### config.mk
export PLATFORM = sky130hd
export DESIGN_NAME = ws2812_rx
export DESIGN_NICKNAME = d
export VERILOG_FILES = /design/src/rtl/ws2812_rx_pkg.sv /design/src/rtl/ws2812_rx_pulse_meter.sv /design/src/rtl/ws2812_rx.sv
export SDC_FILE = /design/constraint.sdc
export NUM_CORES = 1
export LEC_CHECK = 0
export CAP_MARGIN = 20
export CORE_AREA = 8 8 110 112
export DETAILED_ROUTE_END_ITERATION = 10
export DIE_AREA = 0 0 118 120
export PLACE_DENSITY_LB_ADDON = 0.12
export SYNTH_ARGS = -nofsm -noshare
export SYNTH_HDL_FRONTEND = slang
export SYNTH_SLANG_ARGS = --single-unit
### constraint.sdc
create_clock -name clk -period 2.65 [get_ports clk]
set_clock_uncertainty 0.15 [all_clocks]
set_input_delay 0.53 -clock clk [delete_from_list [all_inputs] [get_ports clk]]
set_output_delay 0.53 -clock clk [all_outputs]
set_load 0.02 [all_outputs]
### src/rtl/ws2812_rx_pkg.sv
// Shared WS2812 line definitions: receiver FSM states, pixel width, default timing.
// Latency: n/a (types and constants only).
// Backpressure: n/a.
package ws2812_rx_pkg;

  // Receiver line-tracking states
  typedef enum logic [1:0] {
    ST_RESYNC = 2'd0,  // waiting for a full latch gap before trusting the line
    ST_LOW    = 2'd1,  // line low between bits
    ST_HIGH   = 2'd2   // measuring a high pulse
  } rx_state_e;

  // GRB colour word width
  localparam int PIX_W = 24;

  // Default timing, in core clock samples; the LED-strip transmitter uses the same values
  localparam int WS_BIT_THRESH_CLK = 6;
  localparam int WS_MIN_HIGH_CLK   = 2;
  localparam int WS_MAX_HIGH_CLK   = 20;
  localparam int WS_RESET_LOW_CLK  = 500;
  localparam int WS_MAX_PIXELS     = 109;

endpackage

### src/rtl/ws2812_rx_pulse_meter.sv
// Synchronizes the serial line and measures high/low run lengths with saturating counters.
// Latency: din -> din_s 2 clk; edges and counts reflect din_s in the same cycle.
// Backpressure: none, free-running measurement.
module pulse_meter
  import ws2812_rx_pkg::*;
#(
  parameter int HI_MAX = WS_MAX_HIGH_CLK,
  parameter int LO_MAX = WS_RESET_LOW_CLK,
  parameter int HI_W   = $clog2(HI_MAX + 1),
  parameter int LO_W   = $clog2(LO_MAX + 1)
) (
  input  logic            clk,
  input  logic            rst_n,
  input  logic            din,
  output logic            rise,
  output logic            fall,
  output logic [HI_W-1:0] hi_cnt,   // high run length including current sample
  output logic [HI_W-1:0] hi_len,   // high run length ending last cycle (pulse width on fall)
  output logic [LO_W-1:0] lo_cnt    // low run length including current sample
);

  localparam logic [HI_W-1:0] HI_SAT = HI_W'(HI_MAX);
  localparam logic [LO_W-1:0] LO_SAT = LO_W'(LO_MAX);

  logic            sync1_q, sync1_d;
  logic            sync2_q, sync2_d;  // din_s
  logic            prev_q, prev_d;
  logic [HI_W-1:0] hi_q, hi_d;
  logic [LO_W-1:0] lo_q, lo_d;

  // Next-state: two-stage synchronizer, edge history, saturating run counters
  always_comb begin
    sync1_d = din;
    sync2_d = sync1_q;
    prev_d  = sync2_q;
    hi_d    = '0;
    lo_d    = '0;
    if (sync2_q) begin
      hi_d = (hi_q == HI_SAT) ? hi_q : hi_q + 1'b1;
    end else begin
      lo_d = (lo_q == LO_SAT) ? lo_q : lo_q + 1'b1;
    end
  end

  // State registers, all cleared asynchronously
  always_ff @(posedge clk or negedge rst_n) begin
    if (!rst_n) begin
      sync1_q <= 1'b0;
      sync2_q <= 1'b0;
      prev_q  <= 1'b0;
      hi_q    <= '0;
      lo_q    <= '0;
    end else begin
      sync1_q <= sync1_d;
      sync2_q <= sync2_d;
      prev_q  <= prev_d;
      hi_q    <= hi_d;
      lo_q    <= lo_d;
    end
  end

  assign rise   = sync2_q & ~prev_q;
  assign fall   = ~sync2_q & prev_q;
  assign hi_cnt = hi_d;
  assign hi_len = hi_q;
  assign lo_cnt = lo_d;

endmodule

### src/rtl/ws2812_rx.sv
// WS2812 serial receiver: decodes pulse widths into GRB pixels and frames, flags line errors.
// Latency: pix_valid 1 clk after the synchronized falling edge of bit 24 (3 clk after din falls).
// Backpressure: none; pixels are strobed once and outputs held until the next pixel.
module ws2812_rx
  import ws2812_rx_pkg::*;
#(
  parameter int BIT_THRESH_CLK = WS_BIT_THRESH_CLK,
  parameter int MIN_HIGH_CLK   = WS_MIN_HIGH_CLK,
  parameter int MAX_HIGH_CLK   = WS_MAX_HIGH_CLK,
  parameter int RESET_LOW_CLK  = WS_RESET_LOW_CLK,
  parameter int MAX_PIXELS     = WS_MAX_PIXELS
) (
  input  logic             clk,
  input  logic             rst_n,
  input  logic             din,
  output logic             pix_valid,
  output logic [7:0]       pix_index,
  output logic [PIX_W-1:0] pix_grb,
  output logic             frame_done,
  output logic [7:0]       frame_pixels,
  output logic             err_glitch,
  output logic             err_stuck,
  output logic             err_overflow
);

  localparam int HI_W  = $clog2(MAX_HIGH_CLK + 1);
  localparam int LO_W  = $clog2(RESET_LOW_CLK + 1);
  localparam int BIT_W = $clog2(PIX_W);
  // A single-sample high is never a real bit, whatever MIN_HIGH_CLK says
  localparam int GLITCH_LT = (MIN_HIGH_CLK < 2) ? 2 : MIN_HIGH_CLK;
  localparam logic [BIT_W-1:0] LAST_BIT = BIT_W'(PIX_W - 1);

  logic            rise, fall;
  logic [HI_W-1:0] hi_cnt, hi_len;
  logic [LO_W-1:0] lo_cnt;

  pulse_meter #(
    .HI_MAX (MAX_HIGH_CLK),
    .LO_MAX (RESET_LOW_CLK),
    .HI_W   (HI_W),
    .LO_W   (LO_W)
  ) u_meter (
    .clk    (clk),
    .rst_n  (rst_n),
    .din    (din),
    .rise   (rise),
    .fall   (fall),
    .hi_cnt (hi_cnt),
    .hi_len (hi_len),
    .lo_cnt (lo_cnt)
  );

  rx_state_e        state_q, state_d;
  logic [PIX_W-2:0] shift_q, shift_d;
  logic [BIT_W-1:0] bit_cnt_q, bit_cnt_d;
  logic [7:0]       pix_cnt_q, pix_cnt_d;
  logic             pix_valid_q, pix_valid_d;
  logic [7:0]       pix_index_q, pix_index_d;
  logic [PIX_W-1:0] pix_grb_q, pix_grb_d;
  logic             frame_done_q, frame_done_d;
  logic [7:0]       frame_pixels_q, frame_pixels_d;
  logic             err_glitch_q, err_glitch_d;
  logic             err_stuck_q, err_stuck_d;
  logic             err_overflow_q, err_overflow_d;

  logic             gap_seen, stuck, is_glitch, bit_val;
  logic [PIX_W-1:0] shifted;
  logic [7:0]       pix_cnt_inc;

  // Pulse classification and assembled word candidates
  always_comb begin
    gap_seen    = int'(lo_cnt) >= RESET_LOW_CLK;
    stuck       = int'(hi_cnt) >= MAX_HIGH_CLK;
    is_glitch   = int'(hi_len) < GLITCH_LT;
    bit_val     = int'(hi_len) >= BIT_THRESH_CLK;
    shifted     = {shift_q, bit_val};
    pix_cnt_inc = (pix_cnt_q == 8'hFF) ? pix_cnt_q : pix_cnt_q + 8'd1;
  end

  // Next-state and output logic of the line FSM
  always_comb begin
    state_d        = state_q;
    shift_d        = shift_q;
    bit_cnt_d      = bit_cnt_q;
    pix_cnt_d      = pix_cnt_q;
    pix_valid_d    = 1'b0;
    pix_index_d    = pix_index_q;
    pix_grb_d      = pix_grb_q;
    frame_done_d   = 1'b0;
    frame_pixels_d = frame_pixels_q;
    err_glitch_d   = 1'b0;
    err_stuck_d    = 1'b0;
    // overflow stays visible through the frame_done cycle, then clears
    err_overflow_d = frame_done_q ? 1'b0 : err_overflow_q;
    case (state_q)
      ST_RESYNC: begin
        if (gap_seen) begin
          state_d   = ST_LOW;
          shift_d   = '0;
          bit_cnt_d = '0;
          pix_cnt_d = '0;
        end
      end
      ST_LOW: begin
        if (rise) begin
          state_d = ST_HIGH;
        end else if (gap_seen && (pix_cnt_q != '0 || bit_cnt_q != '0)) begin
          frame_done_d   = 1'b1;
          frame_pixels_d = pix_cnt_q;
          shift_d        = '0;
          bit_cnt_d      = '0;
          pix_cnt_d      = '0;
        end
      end
      ST_HIGH: begin
        if (fall) begin
          state_d = ST_LOW;
          if (is_glitch) begin
            err_glitch_d = 1'b1;
          end else if (bit_cnt_q == LAST_BIT) begin
            bit_cnt_d = '0;
            shift_d   = '0;
            pix_cnt_d = pix_cnt_inc;
            if (int'(pix_cnt_q) < MAX_PIXELS) begin
              pix_valid_d = 1'b1;
              pix_index_d = pix_cnt_q;
              pix_grb_d   = shifted;
            end else begin
              err_overflow_d = 1'b1;
            end
          end else begin
            bit_cnt_d = bit_cnt_q + 1'b1;
            shift_d   = shifted[PIX_W-2:0];
          end
        end else if (stuck) begin
          // stuck line poisons the whole frame; wait for a clean gap
          err_stuck_d = 1'b1;
          state_d     = ST_RESYNC;
          shift_d     = '0;
          bit_cnt_d   = '0;
          pix_cnt_d   = '0;
        end
      end
      default: state_d = ST_RESYNC;
    endcase
  end

  // FSM state register
  always_ff @(posedge clk or negedge rst_n) begin
    if (!rst_n) state_q <= ST_RESYNC;
    else        state_q <= state_d;
  end

  // Assembly counters and registered outputs
  always_ff @(posedge clk or negedge rst_n) begin
    if (!rst_n) begin
      shift_q        <= '0;
      bit_cnt_q      <= '0;
      pix_cnt_q      <= '0;
      pix_valid_q    <= 1'b0;
      pix_index_q    <= '0;
      pix_grb_q      <= '0;
      frame_done_q   <= 1'b0;
      frame_pixels_q <= '0;
      err_glitch_q   <= 1'b0;
      err_stuck_q    <= 1'b0;
      err_overflow_q <= 1'b0;
    end else begin
      shift_q        <= shift_d;
      bit_cnt_q      <= bit_cnt_d;
      pix_cnt_q      <= pix_cnt_d;
      pix_valid_q    <= pix_valid_d;
      pix_index_q    <= pix_index_d;
      pix_grb_q      <= pix_grb_d;
      frame_done_q   <= frame_done_d;
      frame_pixels_q <= frame_pixels_d;
      err_glitch_q   <= err_glitch_d;
      err_stuck_q    <= err_stuck_d;
      err_overflow_q <= err_overflow_d;
    end
  end

  assign pix_valid    = pix_valid_q;
  assign pix_index    = pix_index_q;
  assign pix_grb      = pix_grb_q;
  assign frame_done   = frame_done_q;
  assign frame_pixels = frame_pixels_q;
  assign err_glitch   = err_glitch_q;
  assign err_stuck    = err_stuck_q;
  assign err_overflow = err_overflow_q;

endmodule

======== Yosys cells after proc, flatten, opt, wreduce, memory -nomap -nowiden ========
Cells that the tools add are included.
word-level totals
  register bits after elaboration ......... 100
  bits in latches ......................... 0
  RAM bits ................................ 0
  memory bits (read-only) ................. 0
  input bits .............................. 3
  memories kept ........................... 0
cells by class
  add/sub/neg operators ................... 4
  multipliers ............................. 0
  div/mod/pow operators ................... 0
  $lt $le $gt $ge ......................... 5
  eq/ne operators ......................... 14
  shifts and indexed selects .............. 0
  multiplexer cells ....................... 54
  bitwise gates (word level) .............. 6
  reduce and logical (&&, ||, !) cells .... 11
operators by type and width
  operator                                                               number
  23-bit two-way mux                                                     7
  23-bit case mux with 3 select lines                                    1
  8-bit two-way mux                                                      8
  5-bit two-way mux                                                      9
  8-bit case mux with 3 select lines                                     1
  1-bit two-way mux                                                      20
  9-bit two-way mux                                                      2
  5-bit case mux with 3 select lines                                     1
  3-bit inequality test (second input constant)                          4
  5-bit by 1-bit adder with 5-bit output (second input constant)         2
  5-bit == test (second input constant)                                  2
  9-bit by 1-bit adder with 9-bit output (second input constant)         1
  9-bit == test (second input constant)                                  1
  9-bit greater-or-equal comparator (second input constant)              1
  8-bit by 1-bit adder with 8-bit output (second input constant)         1
  8-bit == test (second input constant)                                  1
  8-bit by 7-bit < comparator with 1-bit output (second input constant)  1
  2-bit two-way mux                                                      4
  2-bit inequality test (second input constant)                          4
  8-bit AND reduction                                                    1
  8-bit nonzero test                                                     1
  2-bit case mux with 3 select lines                                     1
  3-bit AND reduction                                                    2
  6-bit AND reduction                                                    1
  other kinds (13)                                                       17

======== Logic depth before layout (Yosys ltp) ========
  depth in word-level cells ............... 8
  mapped depth ............................ 10
  gate-level depth less buffers ........... 8

======== Cells and area by module ========
From an unflattened synthesis, not the netlist that was laid out.
second synthesis, totals
  cell total of the unflattened synthesis .. 386
  area, all modules ....................... 4448.0 µm²
by module, submodules not included
  module       instances  cells an instance  area each (µm²)  sequential area each (µm²)
  ws2812_rx    1          311                3624.7           2077.0
  pulse_meter  1          75                 823.3            425.4

======== Least setup slack after synthesis ========
No wires, ideal clock.
  path kind ............................... reg-to-reg
  start point ............................. register u_meter.lo_q[0]
  end point ............................... register frame_pixels_q[0] (netlist: frame_pixels[0])
  library setup time ...................... 0.125 ns
  data arrival time ....................... 2.376 ns
  setup slack ............................. -0.001 ns
  cell stages (with the launch flop) ...... 10
  buffers on the path ..................... 1
  clock period less this slack ............ 2.651 ns
  path through ............................ dfrtp_1 inv_1 ha_1 and3_1 a211o_2 o311ai_1 nand4b_2 or4b_1 buf_6 mux2_4
on the way
  word-level cells in the longest chain between the ends .. 6
  elaborated cells on any way between the ends .. 7
ends and longest elaborated chain
  what                                                                            RTL line                     text
  start: declaration                                                              ws2812_rx_pulse_meter.sv:29  logic [LO_W-1:0] lo_q, lo_d;
  start signal: assignment                                                        ws2812_rx_pulse_meter.sv:58  lo_q <= lo_d;
  9-bit by 1-bit adder with 9-bit output / 9-bit == test (equally long branches)  ws2812_rx_pulse_meter.sv:41  lo_d = (lo_q == LO_SAT) ? lo_q : lo_q + 1'b1;
  9-bit two-way mux *                                                             ws2812_rx_pulse_meter.sv:41
  9-bit two-way mux *                                                             ws2812_rx_pulse_meter.sv:38  if (sync2_q) begin
  9-bit greater-or-equal comparator *                                             ws2812_rx.sv:72              gap_seen = int'(lo_cnt) >= RESET_LOW_CLK;
  1-bit logical AND *                                                             ws2812_rx.sv:107             end else if (gap_seen && (pix_cnt_q != '0 || bit_cnt_q != '0)) begin
  3-bit AND reduction (no line) *                                                 --
  end signal: assignment                                                          ws2812_rx.sv:176             frame_pixels_q <= frame_pixels_d;
  end: declaration                                                                ws2812_rx.sv:61              logic [7:0] frame_pixels_q, frame_pixels_d;
Every way passes the cells marked *; elsewhere a longest branch is shown, timed or not.
A chain may end at the register's enable or synchronous reset.

======== Final worst setup path ========
  start point ............................. register u_meter.lo_q[0]
  end point ............................... register frame_pixels_q[1] (netlist: frame_pixels[1])
Same word-level chain as after synthesis.

==> summary.txt <==
Run status -> finished, final reports clean
Worst-path fanout max -> 5
Setup TNS -> 0 ns
R2r worst-path depth -> 9
Post-synthesis mux area share -> 0.155
Slew @ Worst Pin -> 0.522 ns
Worst hold path type -> flip-flop to flip-flop
Required @ worst endpoint -> 2.75 ns
P_leak -> 2.68 nW
I/O pin cnt -> 48
Setup crit end -> frame_pixels[1]
Synth Warn # -> 0
Die area -> 14,200 sq um
Synth Area per Inst -> 11.6 sq um
Skew-Pair Late Insertion Delay -> 0.36 ns
Rows -> 38
Post-synthesis xor/xnor area fraction -> 0.0173
Worst r2r dst -> frame_pixels[1]
Area grow syn2layout -> 22.6%
Worst-path cell chain -> inv_1 > ha_1 > and3_4 > a211o_2 > o311ai_2 > nand4b_2 > or4b_4 > buf_6 > mux2_4
Initial Util -> 0.435
Port buffer count -> 47
Vias in the first global route -> 3,212
Clock transition at the registers of the reported paths -> 0.10 ns
Cell depth of the worst setup path -> 9
Final period util -> 0.992
Post-synth EDFFs -> 0
DP Area -> 5350 sq um
Syn nets -> 405
Max-cap violations -> 0
Worst relative slew slack -> 0.652
Setup Viol. Count Final -> 0
Slowest CP cell -> or4b_4
Adder-cell share of the synthesized area -> 0.0246
Antenna viol nets, final -> 0
Die height -> 120 um
Crit Reg-Reg Startpoint -> u_meter.lo_q[0]
Final instance area -> 5600 sq um
Post-detail-place hpwl -> 6.05 mm
RePlAce Congestion -> 0.826
Routed vias/inst -> 5.06
Seq cells post-synth -> 100
Final Non-Filler Cells -> 607
Initial antenna violation count -> 0
Wirelength per Cell -> 14.6 um
Layout cell share with drive strength beyond 1 -> 0.203
Vias after detailed routing -> 3,074
Gr ovfl total -> 0
Max clock buf depth -> 2
Top_reg_cell synth -> dfrtp_1
Largest net degree at the start of global routing -> 48
Placed cell count -> 589
Die width -> 118 um
Post-Syn Area -> 4570 sq um
CTS H-tree depth -> 3
Largest family of logic cells by synthesized area -> multiplexers
Final Hold Viols -> 0
Final wirelength -> 8.88 mm
CTS tree -> yes
Final slew viol count -> 0
Largest stage delay, worst path -> 0.55 ns
Worst path top cell family by delay -> simple AND/OR/NAND/NOR gates
Critical path class -> flip-flop to flip-flop
Reg-to-reg slack, setup -> 0.02 ns
ANT cells -> 0
1st-pass router iterations -> 5
Startpoint Class -> flip-flop
Peak supply drop -> 223 uV
Post-synthesis compound-gate area fraction -> 0.0720
Worst Path Arrival -> 2.73 ns
Core area -> 10,500 sq um
Fmax -> 380 MHz
Clock sink count -> 100
Setup Fix Bufs, Post-CTS -> 0
Tmin final -> 2.63 ns
Buf/Inv on CP -> 2
Unrepaired setup endpoints after global routing -> true
NumNets Final -> 474
Power Dens Cells -> 462 nW/um^2
Ys async rst share -> 1.00
Crit. End Element -> flip-flop
Total GRT Usage -> 0.133
Root Buffer -> clkbuf_8
DR iter-0 viols -> 109
DRC -> 0
First-pass GRT wire length -> 15.6 mm
Final hold slack -> 0.208 ns
Yosys cell types -> 56
Post-Syn Instances -> 393
Post-Synth Simple-Gate Area -> 0.137
Sequential share of the synthesized area -> 0.548
Critical path startpoint -> u_meter.lo_q[0]
CTS buffer count -> 9
==> cells in the final DEF (no fill, tap or decap), drive strengths merged, types with 3 or more instances in the layout <==
| cell | synthesis | routed |
|---|---|---|
| and3 | 7 | 7 |
| a21oi | 6 | 6 |
| nor3b | 3 | 3 |
| buf | 10 | 27 |
| dfrtp | 100 | 100 |
| ha | 9 | 9 |
| clkdlybuf4s50 | 0 | 46 |
| o21ai | 5 | 5 |
| clkinv | 0 | 3 |
| o22a | 7 | 7 |
| and2 | 3 | 3 |
| nor3 | 4 | 4 |
| mux2 | 39 | 39 |
| nand2 | 46 | 46 |
| nor2 | 22 | 22 |
| clkbuf | 6 | 10 |
| xor2 | 3 | 3 |
| a211o | 3 | 3 |
| inv | 34 | 36 |
| nor2b | 8 | 8 |
| mux2i | 24 | 24 |
| nand3 | 7 | 7 |
| nand4 | 4 | 4 |
| xnor2 | 6 | 6 |
| nand4b | 4 | 4 |
| nand2b | 4 | 4 |
==> what timing repair did <==
action | 4_1_cts | 5_1_grt
gates resized for setup | 8 | 4
endpoints found under the hold margin | 38 | 0
setup endpoints to repair | 28 | 38
cloned | 1 | 0
pin swaps | 3 | 1
hold buffers | 1 | 0
==> metrics by stage <==
stage / setup WS, ns / power, mW / util
6_report: 0.0201 / 2.59 / 0.533
5_1_grt: -0.0359 / 2.71 / 0.533
4_1_cts: -0.00646 / 2.63 / 0.532
3_5_place_dp: -0.0360 / 1.67 / 0.509
3_3_place_gp: 0.0229 / 1.66 / 0.509
2_1_floorplan: 0.00724 / 1.61 / -
==> logic make-up (layout without fill, tap and decap cells) <==
family / count (synthesis) / in the layout
AO/OA/AOI/OAI: 40 / 40
XOR/XNOR: 9 / 9
adder cells (fa/ha/maj): 9 / 9
buffers and inverters: 50 / 124
flip-flops: 100 / 100
multiplexers: 63 / 63
AND/OR/NAND/NOR: 122 / 122
==> report_power, final <==
part	switching [mW]	internal (mW)
logic	0.0558	0.0339
clock network	0.566	0.386
registers	0.0129	1.53
==> sequential cells by signal, summed over array words and instances, names as in the netlist <==
| name | flops |
|---|---|
| u_meter.lo_q | 9 |
| state_q | 2 |
| err_overflow | 1 |
| err_stuck | 1 |
| bit_cnt_q | 5 |
| pix_cnt_q | 8 |
| frame_pixels | 8 |
| u_meter.prev_d | 1 |
| shift_q | 23 |
| pix_valid | 1 |
| pix_index | 8 |
| u_meter.hi_len | 5 |
| u_meter.prev_q | 1 |
| u_meter.sync1_q | 1 |
| frame_done | 1 |
| pix_grb | 24 |
| err_glitch | 1 |
==> cell type report <==
type	count	area (sq um)
inverter	34	128
tap	140	175
clock buffer	10	138
clock inverter	6	56.3
multi-input combinational	243	1900
sequential	100	2500
timing repair buffer	74	709
fill	929	4900
==> metal layers <==
| metal | GRT usage | vias to the layer above | part of all wire |
|---|---|---|---|
| li1 | - | 1489 | - |
| met1 | 0.162 | 1534 | 0.46 |
| met2 | 0.222 | 41 | 0.49 |
| met3 | 0.0305 | 10 | 0.035 |
| met4 | 0.0584 | 0 | 0.0081 |
| met5 | 0 | - | 0 |
==> worst min-delay path by stage <==
stage | startpoint | end | slack [ns] | depth (start not counted)
global placement | u_meter.sync1_q | u_meter.prev_d | 0.18 | 0
CTS | u_meter.sync1_q | u_meter.prev_d | 0.21 | 0
floorplan | rst_n | bit_cnt_q[0] | 0.08 | 0
global route | u_meter.sync1_q | u_meter.prev_d | 0.22 | 0
finish | u_meter.sync1_q | u_meter.prev_d | 0.21 | 0
detailed placement | u_meter.sync1_q | u_meter.prev_d | 0.19 | 0
==> cell usage after synthesis (4+ instances only) <==
cell type  count  area share
a21oi_1        6      0.0066
and3_1         6      0.0082
buf_2          8      0.0088
clkbuf_1       6      0.0049
dfrtp_1      100        0.55
ha_1           9       0.025
inv_1         34       0.028
mux2_2        30       0.074
mux2_4         8       0.026
mux2i_1       24       0.053
nand2_1       45       0.037
nand2b_1       4      0.0055
nand3_1        6      0.0066
nand4_1        4      0.0055
nor2_1        22       0.018
nor2b_1        8       0.011
nor3_1         4      0.0044
o21ai_0        5      0.0055
o22a_1         7       0.013
xnor2_1        6       0.012
(Power assumes the default switching activity.)
